**config.mk**
```make
export PLATFORM = sky130hd
export DESIGN_NAME = key_matrix_scanner_flat
export DESIGN_NICKNAME = d
export VERILOG_FILES = /design/src/rtl/key_matrix_scanner_pkg.sv /design/src/rtl/key_matrix_scanner_if.sv /design/src/rtl/key_matrix_scanner_sync_2ff.sv /design/src/rtl/key_matrix_scanner.sv /design/src/flat_wrapper.sv
export SDC_FILE = /design/constraint.sdc
export NUM_CORES = 1
export LEC_CHECK = 0
export BUFFER_PORTS_ARGS = -buffer_cell sky130_fd_sc_hd__buf_2
export CORE_ASPECT_RATIO = 0.6
export CORE_MARGIN = 5
export CORE_UTILIZATION = 29
export CTS_BUF_LIST = sky130_fd_sc_hd__clkbuf_8
export CTS_CLUSTER_SIZE = 14
export DETAILED_ROUTE_END_ITERATION = 7
export HOLD_SLACK_MARGIN = 0.12
export PLACE_DENSITY = 0.45
export SYNTH_ARGS = -nofsm -noshare
export SYNTH_HDL_FRONTEND = slang
export SYNTH_HIERARCHICAL = 1
export SYNTH_SLANG_ARGS = --single-unit
```
**constraint.sdc**
```tcl
create_clock -name clock -period 4.6 [get_ports clock]
set_input_delay 0.69 -clock clock [delete_from_list [all_inputs] [get_ports clock]]
set_output_delay 0.69 -clock clock [all_outputs]
set_load 0.005 [all_outputs]
```
**src/rtl/key_matrix_scanner_pkg.sv**
```systemverilog
// Shared types and constants for the 8x8 key matrix scanner.
// Imported by the scanner top, its event interface and the bench.
package key_matrix_pkg;

    localparam int NUM_ROWS = 8;
    localparam int NUM_COLS = 8;

    typedef enum logic [2:0] {
        SETTLE,
        SAMPLE,
        EVAL,
        EMIT,
        GUARD
    } scan_state_t;

    typedef logic [5:0] key_index_t;

endpackage

```
**src/rtl/key_matrix_scanner_if.sv**
```systemverilog
// Key event stream: one press/release per valid/ready handshake.
// The scanner drives the master side, the UI consumer the slave side.
interface key_matrix_scanner_if;
    import key_matrix_pkg::*;

    logic       event_valid;
    logic       event_ready;
    key_index_t event_key;
    logic       event_pressed;

    modport master (
        output event_valid,
        output event_key,
        output event_pressed,
        input  event_ready
    );

    modport slave (
        input  event_valid,
        input  event_key,
        input  event_pressed,
        output event_ready
    );

endinterface

```
**src/rtl/key_matrix_scanner_sync_2ff.sv**
```systemverilog
// Two-flop synchronizer for the asynchronous column sense lines.
// Resets to all-ones, the idle pulled-up level of the columns.
module sync_2ff #(
    parameter int WIDTH = 1
) (
    input  logic             clock,
    input  logic             reset_n,
    input  logic [WIDTH-1:0] d,
    output logic [WIDTH-1:0] q
);

    logic [WIDTH-1:0] meta;

    always_ff @(posedge clock or negedge reset_n) begin
        if (!reset_n) begin
            meta <= '1;
            q    <= '1;
        end else begin
            meta <= d;
            q    <= meta;
        end
    end

endmodule

```
**src/rtl/key_matrix_scanner.sv**
```systemverilog
// 8x8 key matrix scanner: row-at-a-time drive, per-key debounce,
// press/release events on a valid/ready stream that stalls the scan.
module key_matrix_scanner
    import key_matrix_pkg::*;
#(
    parameter int CLOCK_HZ          = 27_000_000,
    parameter int ROW_PERIOD_CYCLES = CLOCK_HZ / 1000,
    parameter int SETTLE_CYCLES     = CLOCK_HZ / 50000,
    parameter int DEBOUNCE_SCANS    = 4
) (
    input  logic                           clock,
    input  logic                           reset_n,
    output logic [NUM_ROWS-1:0]            row,
    input  logic [NUM_COLS-1:0]            col,
    key_matrix_scanner_if.master           evt,
    output logic [NUM_ROWS*NUM_COLS-1:0]   key_state
);

    localparam int CW = $clog2(DEBOUNCE_SCANS + 1);

    if (SETTLE_CYCLES < 3) begin : g_bad_settle
        $error("SETTLE_CYCLES must be at least 3");
    end
    if (ROW_PERIOD_CYCLES < 2 * SETTLE_CYCLES + 9) begin : g_bad_period
        $error("ROW_PERIOD_CYCLES must be at least 2*SETTLE_CYCLES+9");
    end
    if (DEBOUNCE_SCANS < 1) begin : g_bad_debounce
        $error("DEBOUNCE_SCANS must be at least 1");
    end

    scan_state_t state_q, state_d;
    logic [2:0]  row_index, row_index_d;
    logic [2:0]  col_index;
    logic [31:0] period_cnt;
    logic [31:0] guard_cnt;
    logic [NUM_COLS-1:0] col_sync;
    logic [NUM_COLS-1:0] raw;
    logic [NUM_ROWS-1:0] row_d;
    logic [NUM_ROWS*NUM_COLS-1:0][CW-1:0] cnt;

    logic       ev_valid;
    key_index_t ev_key;
    logic       ev_pressed;

    key_index_t key;
    logic       differ;
    logic       hit;
    logic       handshake;
    logic       guard_done;

    sync_2ff #(.WIDTH(NUM_COLS)) u_col_sync (
        .clock   (clock),
        .reset_n (reset_n),
        .d       (col),
        .q       (col_sync)
    );

    assign evt.event_valid   = ev_valid;
    assign evt.event_key     = ev_key;
    assign evt.event_pressed = ev_pressed;

    assign key       = {row_index, col_index};
    assign differ    = raw[col_index] != key_state[key];
    assign hit       = differ && (int'(cnt[key]) + 1 >= DEBOUNCE_SCANS);
    assign handshake = ev_valid && evt.event_ready;
    // Guard must both finish the nominal slot and be long enough
    // for the columns to recover before the next row is driven.
    assign guard_done = (period_cnt >= 32'(ROW_PERIOD_CYCLES - 1))
                     && (guard_cnt >= 32'(SETTLE_CYCLES - 1));

    always_ff @(posedge clock or negedge reset_n) begin
        if (!reset_n) state_q <= SETTLE;
        else          state_q <= state_d;
    end

    always_comb begin
        state_d     = state_q;
        row_index_d = row_index;
        unique case (state_q)
            SETTLE: begin
                if (period_cnt >= 32'(SETTLE_CYCLES - 1)) state_d = SAMPLE;
            end
            SAMPLE: state_d = EVAL;
            EVAL: begin
                if (hit)                    state_d = EMIT;
                else if (col_index == 3'd7) state_d = GUARD;
            end
            EMIT: begin
                if (handshake) state_d = (col_index == 3'd7) ? GUARD : EVAL;
            end
            GUARD: begin
                if (guard_done) begin
                    state_d     = SETTLE;
                    row_index_d = row_index + 3'd1;
                end
            end
            default: state_d = SETTLE;
        endcase
        row_d = (state_d == GUARD) ? '1 : ~(NUM_ROWS'(1) << row_index_d);
    end

    always_ff @(posedge clock or negedge reset_n) begin
        if (!reset_n) begin
            row        <= '1;
            row_index  <= '0;
            col_index  <= '0;
            period_cnt <= '0;
            guard_cnt  <= '0;
            raw        <= '0;
            cnt        <= '0;
            key_state  <= '0;
            ev_valid   <= 1'b0;
            ev_key     <= '0;
            ev_pressed <= 1'b0;
        end else begin
            row       <= row_d;
            row_index <= row_index_d;
            if (state_q == GUARD && state_d == SETTLE) period_cnt <= '0;
            else if (period_cnt != '1) period_cnt <= period_cnt + 32'd1;
            guard_cnt <= (state_q == GUARD) ? guard_cnt + 32'd1 : '0;
            unique case (state_q)
                SAMPLE: begin
                    raw       <= ~col_sync;
                    col_index <= '0;
                end
                EVAL: begin
                    if (!differ || hit) cnt[key] <= '0;
                    else                cnt[key] <= cnt[key] + 1'b1;
                    if (hit) begin
                        key_state[key] <= ~key_state[key];
                        ev_valid       <= 1'b1;
                        ev_key         <= key;
                        ev_pressed     <= ~key_state[key];
                    end else if (col_index != 3'd7) begin
                        col_index <= col_index + 3'd1;
                    end
                end
                EMIT: begin
                    if (handshake) begin
                        ev_valid <= 1'b0;
                        if (col_index != 3'd7) col_index <= col_index + 3'd1;
                    end
                end
                default: ;
            endcase
        end
    end

endmodule
```
**src/flat_wrapper.sv**
```systemverilog
// flat-port wrapper written by rule: the top's interface ports become plain ports
module key_matrix_scanner_flat import key_matrix_pkg::*;
#(
    parameter int CLOCK_HZ          = 27_000_000,
    parameter int ROW_PERIOD_CYCLES = CLOCK_HZ / 1000,
    parameter int SETTLE_CYCLES     = CLOCK_HZ / 50000,
    parameter int DEBOUNCE_SCANS    = 4
)
  (clock, reset_n, row, col, key_state, evt_event_valid, evt_event_key, evt_event_pressed, evt_event_ready);
  key_matrix_scanner_if evt_i ();
  input  logic clock;
  input  logic reset_n;
  output logic [NUM_ROWS-1:0] row;
  input  logic [NUM_COLS-1:0] col;
  output logic [NUM_ROWS*NUM_COLS-1:0] key_state;
  output wire logic [$bits(evt_i.event_valid)-1:0] evt_event_valid;
  output wire logic [$bits(evt_i.event_key)-1:0] evt_event_key;
  output wire logic [$bits(evt_i.event_pressed)-1:0] evt_event_pressed;
  input wire logic [$bits(evt_i.event_ready)-1:0] evt_event_ready;
  assign evt_event_valid = evt_i.event_valid;
  assign evt_event_key = evt_i.event_key;
  assign evt_event_pressed = evt_i.event_pressed;
  assign evt_i.event_ready = evt_event_ready;
  key_matrix_scanner #(.CLOCK_HZ(CLOCK_HZ), .ROW_PERIOD_CYCLES(ROW_PERIOD_CYCLES), .SETTLE_CYCLES(SETTLE_CYCLES), .DEBOUNCE_SCANS(DEBOUNCE_SCANS)) u_core (.clock(clock), .reset_n(reset_n), .row(row), .col(col), .evt(evt_i), .key_state(key_state));
endmodule
```
==> flow_summary.json <==
{
  "drc_errors": 0,
  "ys_seq_elements": 369,
  "setup_tns_ns": 0,
  "use_met2_pct": 22.9,
  "path_depth": 15,
  "gp_congestion": 0.861,
  "finalSetupViolations": 0,
  "crit_end": "u_core/cnt[190]$_DFFE_PN0P_",
  "busiest_layer": "met1",
  "path_class": "flop to flop",
  "yosys-top-cells-area": "dfrtp_1 (49%), nand2_1 (5.1%), dfstp_2 (3.6%)",
  "drt-initial-drc-count": 1125,
  "cts_buffers": 60,
  "whs_ns": 0.178,
  "gr-usage-met1_pct": 26.8,
  "clock_path_buffers": 3,
  "wl_per_cell_um": 21.2,
  "layout_commonest_cell": "dfrtp_1",
  "synth_flop_cell": "dfrtp_1",
  "diodes": 0,
  "swShare_pct": 23.0,
  "fin_nets": 1783,
  "drive_gt1_share_pct": 25.3,
  "worstSetupEndpointType": "flop",
  "synth_area_um2": 17700,
  "cts.htree.levels": 2,
  "finClkSkew_ns": 0.0183,
  "pwr-share-clk_pct": 47.0,
  "clk_pin_slew_ns": 0.07,
  "seq_area_frac_synth_pct": 52.3,
  "grt_max_degree": 92,
  "overflow": 0,
  "status": "finished, final reports clean",
  "clk_latency_ns": 0.64,
  "critPathTopFamily": "simple AND/OR/NAND/NOR gates",
  "hold_class": "input pin to flop",
  "io_buffer_count": 90,
  "crit_arrival_ns": 4.80,
  "ys_types": 81,
  "cellPowerDensity_nw_per_um2": 303,
  "p_sw_w": 0.00145,
  "required_ns": 5.14,
  "syn-num-nets": 1625,
  "startpoint": "u_core/col_index[0]$_DFFE_PN0P_",
  "antenna_found_initial": 1,
  "intPower_w": 0.00486,
  "num_rows": 70,
  "crit_path_start_kind": "flop",
  "via_per_inst": 4.95,
  "hold_viol_final": 0,
  "worst-path-buf-inv": 5,
  "clock-sinks": 369,
  "drv_slew": 0,
  "r2r_slack_ns": 0.34,
  "fin_crit_ns": 4.26,
  "die_x_um": 329,
  "maxCapViolations": 0,
  "final_cell_mix": "dfrtp_1 (342), nand2_1 (241), nor2_1 (104)",
  "grt_pass1_wl_mm": 86.5,
  "p_seq_share_pct": 51.6,
  "dp_hpwl_mm": 39.8,
  "synth_edf_count": 0,
  "reg2reg_to": "u_core/cnt[190]$_DFFE_PN0P_",
  "tightest_slew_ns": 1.09,
  "layoutNonFillerInstCount": 2642,
  "max_freq_mhz": 235,
  "finalCritPeriodShare_pct": 92.6,
  "gr-usage-all-layers_pct": 16.8,
  "avgSynthCellArea_um2": 11.0,
  "use_met3_pct": 4.16,
  "syn_to_final_growth_pct": 17.7,
  "power_frac_comb_pct": 1.3,
  "synth.largest_area_cell": "dfrtp_1",
  "start_util_pct": 29.2,
  "design.core.area_um2": 60700,
  "synth_top_area_share_pct": 48.8,
  "synthCells": 1608,
  "rsz0062_at_grt": "no",
  "p_leak_nw": 8.96,
  "vias": 13100,
  "r2r_start": "u_core/col_index[0]$_DFFE_PN0P_",
  "ir_worst_vdd_v": 0.000184,
  "cpPeakStageDelay_ns": 0.64,
  "dr.pass1.iters": 5,
  "crit_fanout": 42,
  "reg2regPathDepth": 15,
  "cts_tree": "done",
  "async_flop_share_pct": 100,
  "totalWireLength_mm": 56.1,
  "placed_cells_incl_taps": 2524,
  "crit_chain": "buf_4 -> buf_4 -> nand2b_2 -> o22ai_1 -> o31ai_1 -> nand4bb_1 -> or2_1 -> ha_1 -> inv_1 -> and4_1 -> o22a_4 -> buf_12 -> nand3_2 -> buf_12 -> o21ai_0",
  "crit_slowest_cell": "dfrtp_4",
  "drtAntennaViolNets": 0,
  "relSlewSlack_pct": 26.9,
  "cts_root_buf": "clkbuf_8",
  "fp.dieArea_um2": 66200,
  "pin_count": 91,
  "synth-warning-count": 6,
  "grt_pass1_vias": 13200,
  "die_h_um": 201
}
-- worst reg2reg max path, cell delays in order (launching register included) --
cell	delay (ns)
dfrtp_4	0.64
buf_4	0.30
buf_4	0.23
nand2b_2	0.29
o22ai_1	0.22
o31ai_1	0.39
nand4bb_1	0.21
or2_1	0.28
ha_1	0.21
inv_1	0.08
and4_1	0.31
o22a_4	0.22
buf_12	0.21
nand3_2	0.14
buf_12	0.22
o21ai_0	0.22
-- through the flow --
stage / utilization, % / area [µm²] / total power (W) / setup WS [ns]
2_1_floorplan: - / 17700 / 0.00332 / 1.07
6_report: 34.3 / 20800 / 0.00632 / 0.340
3_3_place_gp: 32.1 / 19500 / 0.00340 / 0.169
4_1_cts: 34.3 / 20800 / 0.00642 / 0.0792
5_1_grt: 34.3 / 20800 / 0.00657 / 0.166
3_5_place_dp: 32.1 / 19500 / 0.00341 / 0.113
-- per-layer routing --
metal	vias to the layer above	share of wire [%]
met3	75	6.1
met1	6628	52
met5	-	0.023
li1	6087	-
met4	2	1.6
met2	296	40
-- sequential cells by signal (all words and copies together), names as in the netlist --
register / count
u_core/cnt: 192
u_core/evt.event_key: 6
u_core/u_col_sync/meta: 8
u_core/row: 8
u_core/raw: 8
u_core/row_index: 3
u_core/evt.event_valid: 1
u_core/col_index: 3
u_core/key_state: 64
u_core/evt.event_pressed: 1
u_core/u_col_sync/q: 8
u_core/state_q: 3
u_core/period_cnt: 32
u_core/guard_cnt: 32
-- what timing repair did --
action / CTS / global route
hold buffers: 6 / 1
setup buffers: 0 / 1
resized for setup: 0 / 1
setup endpoints to repair: 0 / 97
hold endpoints to repair: 70 / 1
-- logic make-up (layout without fill, tap and decap cells) --
group	Yosys count	in the layout	synth area share, %
AND/OR/NAND/NOR	640	640	18.6
flip-flops	369	369	52.3
AO/OA/AOI/OAI	269	269	10.1
multiplexers	158	158	12.3
buffers and inverters	108	314	3.32
XOR/XNOR	58	58	2.96
adder cells (fa/ha/maj)	6	6	0.424
-- cell type report --
cell class	instances	area (µm²)
timing repair buffer	183	1310
multi-input combinational	1131	7900
tap	828	1040
inverter	21	78.8
sequential	369	9270
fill	6126	39900
clock inverter	34	190
clock buffer	76	1050
-- power by group through the flow --
stage,combinational (W),sequential (W),clock [W]
global placement,0.0000848,0.00332,0
floorplan,0.000000447,0.00332,0
CTS,0.0000901,0.00326,0.00307
global route,0.000101,0.00326,0.00321
detailed placement,0.0000860,0.00332,0
finish,0.0000837,0.00326,0.00297
-- worst min-delay path by stage --
| stage | to | slack, ns | startpoint | cells after the start |
|---|---|---|---|---|
| 6_report | u_core/u_col_sync/meta[7]$_DFF_PN1_ | 0.18 | col[7] | 1 |
| 5_1_grt | u_core/u_col_sync/meta[7]$_DFF_PN1_ | 0.12 | col[7] | 1 |
| 4_1_cts | u_core/u_col_sync/meta[0]$_DFF_PN1_ | 0.12 | col[0] | 1 |
| 3_5_place_dp | u_core/u_col_sync/q[6]$_DFF_PN1_ | 0.35 | u_core/u_col_sync/meta[6]$_DFF_PN1_ | 0 |
| 3_3_place_gp | u_core/u_col_sync/q[7]$_DFF_PN1_ | 0.35 | u_core/u_col_sync/meta[7]$_DFF_PN1_ | 0 |
| 2_1_floorplan | u_core/u_col_sync/q[0]$_DFF_PN1_ | 0.35 | u_core/u_col_sync/meta[0]$_DFF_PN1_ | 0 |
-- cell usage after synthesis (7+ instances only) --
cell type / number
dfrtp_1: 345
nand2_1: 241
nor2_1: 105
and2_1: 67
o21ai_1: 63
o31ai_1: 58
mux2_2: 47
mux2i_1: 45
nor3_1: 45
nor3_2: 39
mux2_4: 37
nand3_1: 36
clkbuf_1: 34
a21oi_1: 32
xor2_1: 31
buf_2: 29
mux4_2: 26
xnor2_1: 25
dfstp_2: 24
o21ai_0: 22
inv_1: 19
and3_1: 15
nand4_1: 15
a22oi_1: 13
nor4_1: 13
o22ai_1: 13
a221oi_1: 10
and4_1: 9
nor2b_1: 9
buf_1: 8
buf_6: 8
or3_1: 8
a31oi_1: 7
nand2b_1: 7
nand3b_1: 7
Note: power is estimated with default switching activity, not from simulation.
